$ cat config.mk
export PLATFORM = sky130hd
export DESIGN_NAME = x_ctrl
export DESIGN_NICKNAME = d
export VERILOG_FILES = /design/src/rtl/x_ctrl_pkg.sv /design/src/rtl/x_ctrl_alu.sv /design/src/rtl/x_ctrl.sv
export SDC_FILE = /design/constraint.sdc
export NUM_CORES = 1
export LEC_CHECK = 0
export ABC_AREA = 1
export BUFFER_PORTS_ARGS = -buffer_cell sky130_fd_sc_hd__buf_4
export CAP_MARGIN = 20
export CELL_PAD_IN_SITES_DETAIL_PLACEMENT = 0
export CELL_PAD_IN_SITES_GLOBAL_PLACEMENT = 1
export CORE_AREA = 2 2 155 157
export CTS_CLUSTER_SIZE = 25
export DETAILED_ROUTE_END_ITERATION = 6
export DIE_AREA = 0 0 157 159
export GPL_TIMING_DRIVEN = 0
export PLACE_DENSITY_LB_ADDON = 0.1
export RECOVER_POWER = 50
export SYNTH_ARGS = -nofsm -noshare
export SYNTH_HDL_FRONTEND = slang
export SYNTH_SLANG_ARGS = --single-unit
$ cat constraint.sdc
create_clock -name clk -period 4.4 [get_ports clk]
set_input_delay 0.44 -clock clk [delete_from_list [all_inputs] [get_ports clk]]
set_output_delay 0.44 -clock clk [all_outputs]
set_load 0.03 [all_outputs]
$ cat src/rtl/x_ctrl_pkg.sv
// Shared widths, opcode encoding and helpers for the x_ctrl accumulator controller.
package x_ctrl_pkg;

    localparam int DATA_W      = 32;
    localparam int INSTR_W     = 32;
    localparam int ADDR_W      = 12;
    localparam int PROG_ADDR_W = 10;
    localparam int IMM_W       = 28;

    // Data address that maps onto the internal RB register instead of the bus.
    localparam logic [ADDR_W-1:0] RB_ADDR = 12'd1;

    typedef enum logic [3:0] {
        OP_NOP   = 4'd0,
        OP_RDW   = 4'd1,
        OP_WRW   = 4'd2,
        OP_RDWB  = 4'd3,
        OP_WRWB  = 4'd4,
        OP_BEQI  = 4'd5,
        OP_BEQ   = 4'd6,
        OP_BNEQI = 4'd7,
        OP_BNEQ  = 4'd8,
        OP_LDI   = 4'd9,
        OP_LDIH  = 4'd10,
        OP_ADD   = 4'd11,
        OP_ADDI  = 4'd12,
        OP_SUB   = 4'd13,
        OP_AND   = 4'd14,
        OP_SHFT  = 4'd15
    } opcode_t;

    function automatic logic [DATA_W-1:0] sext_imm(input logic [IMM_W-1:0] imm);
        return {{(DATA_W-IMM_W){imm[IMM_W-1]}}, imm};
    endfunction

endpackage

$ cat src/rtl/x_ctrl_alu.sv
// Combinational next-value logic for the accumulator RA.
// SHFT is only implemented when CTRL_SHFT_EN is defined; otherwise it leaves RA alone.
module x_ctrl_alu
    import x_ctrl_pkg::*;
(
    input  opcode_t           op,
    input  logic [DATA_W-1:0] ra,
    input  logic [DATA_W-1:0] operand,
    input  logic [IMM_W-1:0]  imm,
    output logic [DATA_W-1:0] ra_next
);

    always_comb begin
        ra_next = ra;
        case (op)
            OP_RDW, OP_RDWB: ra_next = operand;
            OP_LDI:          ra_next = sext_imm(imm);
            OP_LDIH:         ra_next = {imm[15:0], ra[15:0]};
            OP_ADD:          ra_next = ra + operand;
            OP_ADDI:         ra_next = ra + sext_imm(imm);
            OP_SUB:          ra_next = ra - operand;
            OP_AND:          ra_next = ra & operand;
`ifdef CTRL_SHFT_EN
            // imm[27] selects arithmetic right shift, otherwise left shift.
            OP_SHFT:         ra_next = imm[IMM_W-1] ? {ra[DATA_W-1], ra[DATA_W-1:1]}
                                                    : {ra[DATA_W-2:0], 1'b0};
`endif
            default:         ra_next = ra;
        endcase
    end

endmodule

$ cat src/rtl/x_ctrl.sv
// Single-cycle accumulator controller: decode, PC sequencing, RB register and data bus.
// Optional SHFT instruction enabled by defining CTRL_SHFT_EN.
module x_ctrl
    import x_ctrl_pkg::*;
(
    input  logic                   clk,
    input  logic                   rst,
    output logic [PROG_ADDR_W-1:0] pc,
    input  logic [INSTR_W-1:0]     instruction,
    output logic                   data_sel,
    output logic                   data_we,
    output logic [ADDR_W-1:0]      data_addr,
    input  logic [DATA_W-1:0]      data_to_rd,
    output logic [DATA_W-1:0]      data_to_wr
);

    logic [DATA_W-1:0]      ra;
    logic [DATA_W-1:0]      rb;
    logic [DATA_W-1:0]      ra_next;
    logic [DATA_W-1:0]      operand;
    logic [PROG_ADDR_W-1:0] pc_next;
    logic [IMM_W-1:0]       imm;
    logic [ADDR_W-1:0]      eff_addr;
    opcode_t                op;
    logic                   bus_op;
    logic                   rb_op;
    logic                   rb_hit;

    assign op  = opcode_t'(instruction[INSTR_W-1:INSTR_W-4]);
    assign imm = instruction[IMM_W-1:0];

    // Bus protocol: data_sel qualifies the cycle; data_we/data_addr are forced to 0
    // when it is low; read data is sampled combinationally in the same cycle.
    always_comb begin
        bus_op   = 1'b0;
        rb_op    = 1'b0;
        eff_addr = imm[ADDR_W-1:0];
        case (op)
            OP_RDW, OP_WRW, OP_ADD, OP_SUB, OP_AND: begin
                bus_op = 1'b1;
                rb_op  = 1'b1;
            end
            OP_RDWB, OP_WRWB: begin
                bus_op   = 1'b1;
                eff_addr = rb[ADDR_W-1:0] + imm[ADDR_W-1:0];
            end
            OP_BEQ, OP_BNEQ: bus_op = 1'b1;
            default: ;
        endcase
        rb_hit    = rb_op && (imm[ADDR_W-1:0] == RB_ADDR);
        data_sel  = rst && bus_op && !rb_hit;
        data_we   = data_sel && (op == OP_WRW || op == OP_WRWB);
        data_addr = data_sel ? eff_addr : '0;
        operand   = rb_hit ? rb : data_to_rd;
    end

    assign data_to_wr = ra;

    // Branch conditions look at RA as it stood before this instruction.
    always_comb begin
        pc_next = pc + 10'd1;
        case (op)
            OP_BEQI:  if (ra == '0) pc_next = imm[PROG_ADDR_W-1:0];
            OP_BEQ:   if (ra == '0) pc_next = data_to_rd[PROG_ADDR_W-1:0];
            OP_BNEQI: if (ra != '0) pc_next = imm[PROG_ADDR_W-1:0];
            OP_BNEQ:  if (ra != '0) pc_next = data_to_rd[PROG_ADDR_W-1:0];
            default: ;
        endcase
    end

    x_ctrl_alu u_alu (
        .op      (op),
        .ra      (ra),
        .operand (operand),
        .imm     (imm),
        .ra_next (ra_next)
    );

    always_ff @(posedge clk) begin
        if (!rst) begin
            pc <= '0;
            ra <= '0;
            rb <= '0;
        end else begin
            pc <= pc_next;
            ra <= ra_next;
            if (op == OP_WRW && rb_hit) begin
                rb <= ra;
            end
        end
    end

endmodule

---- After elaboration in Yosys (flattened, before gate mapping) ----
Index checks and enable logic that the tools add are counted.
word-level totals
  register bits ........................... 74
  input bits .............................. 66
  output and inout port bits .............. 56
  word-level logic and storage cells ...... 53
operators by class
  add/sub/neg operators ................... 5
  eq/ne operators ......................... 15
  mux-type cells .......................... 11
  bitwise gates (word level) .............. 2
  reductions and logical operators ........ 16
operators by type and width
  kind                   count
  $pmux 32 s7            1
  $add 32x32->32         2
  $mux 10                4
  $pmux 10 s4            1
  $and 32x32->32         1
  $logic_not 32->1       1
  $mux 32                1
  $reduce_bool 32->1     1
  $sub 32x32->32         1
  $eq 4x4->1 const B     7
  $mux 12                2
  $eq 4x3->1 const B     4
  $add 12x12->12         1
  $eq 12x1->1 const B    1
  $add 10x1->10 const B  1
  $reduce_or 9->1        1
  $eq 4x2->1 const B     2
  $reduce_bool 7->1      1
  $reduce_bool 6->1      1
  $logic_and 1x1->1      5
  $reduce_or 5->1        1
  $eq 4x1->1 const B     1
  $reduce_or 2->1        2
  $mux 1                 2
  4 further kinds        4

---- Depth between registers and ports, before layout ----
  depth after elaboration ................. 7
  depth in mapped cells ................... 38
  gate-level depth less buffers ........... 37

---- By module ----
Synthesis repeated with hierarchy kept, for this count alone.
second synthesis, totals
  cell total of the unflattened synthesis .. 1,644
  area, all modules ....................... 9,505.4 µm²
modules (own cells, without submodules)
  module      instances  cells an instance  area an instance (µm²)  sequential area each (µm²)
  x_ctrl_alu  1          973                4,973.5                 0.0
  x_ctrl      1          671                4,531.8                 1,481.4

---- Least setup slack after synthesis ----
Ideal clock, no wire load.
  path kind ............................... input -> register
  start point ............................. input port instruction[1]
  end point ............................... register ra[26] (netlist: data_to_wr[26])
  setup time .............................. 0.109 ns
  data arrival time ....................... 4.104 ns
  data required time ...................... 4.291 ns
  slack ................................... 0.187 ns
  stages .................................. 29
  path buffers ............................ 1
  path through ............................ inv_1 -> ha_1 -> inv_1 -> nor3_4 -> buf_6 -> nand3_1 -> nand2_2 -> nand2_1 -> nor2_2 -> nand2_2 -> nor2_1 -> inv_1 -> nor2_1 -> nor3b_1 -> a221oi_1 -> ha_1 -> a21oi_1 -> inv_1 -> a31oi_1 -> a21boi_0 -> o21ai_0 -> a21boi_0 -> o21ai_0 -> nand2_1 -> nand3b_1 -> nand3_1 -> nand4_1 -> nand2_1 -> inv_1
on the way
  word-level cells in the longest chain between the ends .. 5
  elaborated cells on any way between the ends .. 8
  classes of those cells .................. add/sub: 3; eq/ne: 1; mux: 2; bitwise: 1; reduce/logical: 1
ends and longest elaborated chain
  item                                    RTL line          source
  from (decl)                             x_ctrl.sv:9       input logic [INSTR_W-1:0] instruction,
  $eq 12x1->1                             x_ctrl.sv:50      rb_hit = rb_op && (imm[ADDR_W-1:0] == RB_ADDR);
  $logic_and 1x1->1                       x_ctrl.sv:50
  $mux 32                                 x_ctrl.sv:54      operand = rb_hit ? rb : data_to_rd;
  $sub 32x32->32 (tied with other cells)  x_ctrl_alu.sv:21  OP_SUB: ra_next = ra - operand;
  $pmux 32 s7 *                           x_ctrl_alu.sv:15  case (op)
  to (signal assigned)                    x_ctrl.sv:86      ra <= ra_next;
  to (decl)                               x_ctrl.sv:17      logic [DATA_W-1:0] ra;
Mark *: on every way between the ends. The rest lies on a longest branch, timed or not.
A chain may end at the register's enable or synchronous reset.

---- Worst setup path after layout ----
  start point ............................. input port instruction[2]
  end point ............................... register ra[28] (netlist: data_to_wr[28])
Same word-level chain as after synthesis.

==> impl_metrics.env <==
export IMPL_synth_xor_area_share_pct=2.47
export IMPL_timing_hold_ws_ns=0.394
export IMPL_grt_max_degree=13
export IMPL_rsz0062_at_grt="yes"
export IMPL_synth_area_per_cell_sq_um=5.95
export IMPL_fill_cells=2570
export IMPL_p_sw_w=0.00125
export IMPL_antenna_found_initial=0
export IMPL_power_leakage_nw=5.16
export IMPL_crit_arrival_ns=4.67
export IMPL_nets=1742
export IMPL_cts_buffers=9
export IMPL_synth_yosys_warnings=0
export IMPL_synth_cells=1429
export IMPL_rows=56
export IMPL_worst_setup_path_start_kind="primary input"
export IMPL_initial_core_util_pct=36.7
export IMPL_core_area_sq_um=23200
export IMPL_swShare_pct=43.5
export IMPL_synth_simple_area_share_pct=30.9
export IMPL_p_comb_share_pct=45.6
export IMPL_synth_compound_area_share_pct=28.7
export IMPL_hold_end="pc[4]"
export IMPL_hold_viol=0
export IMPL_grtUsageTotal_pct=31.1
export IMPL_worstHoldPathType="primary input to register"
export IMPL_synth_top_family_by_area="simple AND/OR/NAND/NOR gates"
export IMPL_initialDrtViolationCount=921
export IMPL_ys_flop_type="dfxtp_1"
export IMPL_p_int_w=0.00162
export IMPL_numClockSinks=74
export IMPL_synth_edf_count=0
export IMPL_skew_ns=0.0102
export IMPL_p_seq_share_pct=27.4
export IMPL_fin_ws_ns=-0.0476
export IMPL_power_frac_clock_pct=27.0
export IMPL_fp_dieH_um=159
export IMPL_ir_drop_v=0.000161
export IMPL_violations="setup timing"
export IMPL_syn_num_nets=1542
export IMPL_via_per_inst=5.58
export IMPL_synthAdderAreaFrac_pct=7.09
export IMPL_relSlewSlack_pct=36.3
export IMPL_setup_tns_ns=-0.0917
export IMPL_clk_pin_slew_ns=0.07
export IMPL_cp_data_required_time_ns=4.63
export IMPL_crit_type="primary input to register"
export IMPL_cts_root_buf="clkbuf_16"
export IMPL_layout_drive_gt1_share_pct=23.4
export IMPL_place_congestion=0.943
export IMPL_crit_fanout=6
export IMPL_post_route_drc_count=0
export IMPL_tritoncts="yes"
export IMPL_final_antenna_net_count=0
export IMPL_cpPeakStageDelay_ns=0.42
export IMPL_die_x_um=157
export IMPL_rrSetupSlack_ns=0.53
export IMPL_wl_per_cell_um=20.7
export IMPL_routed_wirelength_mm=40.4
export IMPL_clkLatencyLatePin_ns=0.36
export IMPL_worstMarginPinSlew_ns=0.955
export IMPL_powerDensity_nw_per_um2=253
export IMPL_crit_top_cell="nor2_4"
export IMPL_hold_buffers=0
export IMPL_fin_crit_ns=4.45
export IMPL_ys_seq_area_share_pct=17.4
export IMPL_maxCapViolations=0
export IMPL_antenna_cells=0
export IMPL_synthMuxAreaShare_pct=0
export IMPL_synth_area_sq_um=8510
export IMPL_die_area_sq_um=25000
export IMPL_async_flop_share_pct=0
export IMPL_critPathSlowestCell="ha_2"
export IMPL_reg2reg_to="data_to_wr[28]"
export IMPL_dp_hpwl_mm=30.5
export IMPL_ys_seq_elements=74
export IMPL_syn2layout_area_growth_pct=33.5
export IMPL_ios=122
export IMPL_worstHoldStart="data_to_rd[4]"
export IMPL_synth_distinct_cells=58
export IMPL_grt_pass1_vias=9919
export IMPL_rr_startpoint="rb[1]"
export IMPL_h_tree_depth=3
export IMPL_setup_violations=3
export IMPL_status="finished with violations"
export IMPL_num_vias=10900
export IMPL_holdPathStages=3
export IMPL_drv_slew=0
export IMPL_end_kind="register"
export IMPL_r2r_cells=26
export IMPL_dr_pass1_iters=5
export IMPL_period_share_pct=101
export IMPL_overflow=0
export IMPL_fmax_mhz=225
export IMPL_clockBufferDepth=2
export IMPL_grt_pass1_wl_mm=58.8
export IMPL_port_buffers=121
[cells by family (layout without fill, tap and decap cells)]
kind of cell             count (synthesis)  count (layout)
AO/OA/AOI/OAI                          422             422
XOR/XNOR                                24              24
adder cells (fa/ha/maj)                 47              47
buffers and inverters                  286             489
flip-flops                              74              74
AND/OR/NAND/NOR                        576             577
[metal layers]
| layer | vias up | GRT usage [%] | share of wire, % |
|---|---|---|---|
| met3 | 71 | 3.92 | 6.1 |
| met2 | 415 | 53.8 | 48 |
| met1 | 5165 | 40.0 | 43 |
| met4 | 0 | 9.42 | 3.3 |
| li1 | 5236 | - | - |
| met5 | - | 0 | 0 |
[what timing repair did]
action | CTS | global route
gates cloned | 4 | 0
setup buffers | 40 | 25
resized for setup | 114 | 111
endpoints found under the setup margin | 20 | 15
pin swaps | 47 | 57
[power groups by stage]
stage / Combinational [W] / Clock (W) / Sequential (W)
floorplan: 0.000621 / 0 / 0.000843
global placement: 0.00107 / 0 / 0.000795
detailed placement: 0.00108 / 0 / 0.000796
CTS: 0.00118 / 0.000782 / 0.000780
global route: 0.00141 / 0.000799 / 0.000790
finish: 0.00131 / 0.000774 / 0.000786
[Yosys cell counts (all sizes together), types with 11 or more instances]
library cell | instances | area share, %
nand2 | 281 | 13
buf | 11 | 1.4
ha | 45 | 6.6
o2111ai | 12 | 1.2
a31oi | 15 | 1.1
dfxtp | 74 | 17
clkbuf | 37 | 1.6
a21oi | 136 | 8.0
nor3 | 20 | 1.3
o211ai | 13 | 1.1
nand4 | 14 | 1.0
nor2 | 131 | 6.8
inv | 238 | 11
o22ai | 14 | 1.0
o21ai | 171 | 10
nand3 | 95 | 6.1
xor2 | 17 | 1.8
or2 | 19 | 1.4
[final cells by class]
cell class	instances	area (sq um)	area share (%)
clock buffer	10	229	2.02
tap	319	399	3.51
multi-input combinational	1070	6590	58.0
buffer	47	283	2.49
clock inverter	5	56.3	0.496
timing repair buffer	189	1420	12.5
inverter	238	907	7.99
sequential	74	1480	13.0
[state kept, by name, summed over array words and instances (netlist names)]
signal      count
rb             32
pc             10
data_to_wr     32
[cell usage in the layout, fill, tap and decap left out, types with 14 or more instances in the layout]
cell type / netlist / final
dfxtp_1: 74 / 74
nor2_4: 7 / 21
xor2_1: 17 / 17
clkbuf_1: 37 / 74
o22ai_1: 14 / 14
inv_1: 235 / 223
nor3_1: 19 / 14
nand4_1: 14 / 14
nor2_2: 6 / 14
nand2_2: 18 / 43
o21ai_0: 164 / 149
ha_1: 45 / 33
buf_4: 0 / 134
a21oi_1: 135 / 120
nand3_1: 89 / 80
nand2_1: 262 / 227
or2_2: 19 / 19
nor2_1: 117 / 95
[critical path, delay by kind of cell]
kind	cells	cell delay (ns)
simple gates	16	2.14
compound gates	7	0.93
buf+inv	6	0.71
fa+ha+maj	1	0.42
[worst max path at each step]
stage	from	end	slack (ns)
after floorplan	instruction[1]	data_to_wr[26]	0.19
after global placement	instruction[1]	data_to_wr[24]	-1.66
after detailed placement	instruction[1]	data_to_wr[24]	-1.66
after CTS	instruction[3]	data_to_wr[29]	-0.03
after global routing	instruction[2]	data_to_wr[29]	-0.25
final	instruction[2]	data_to_wr[28]	-0.05
[stage by stage]
stage / power, W / instance area [sq um] / worst slack [ns] / utilization, % / cells
CTS: 0.00274 / 10900 / -0.0282 / 47.0 / 1928
detailed placement: 0.00187 / 9830 / -1.66 / 42.4 / 1870
global placement: 0.00187 / 9810 / -1.66 / 42.3 / 1869
floorplan: 0.00146 / 8510 / 0.187 / - / 1429
global route: 0.00300 / 11400 / -0.249 / 49.0 / 1952
finish: 0.00287 / 11400 / -0.0476 / 49.0 / 1952
(Power assumes the default switching activity.)
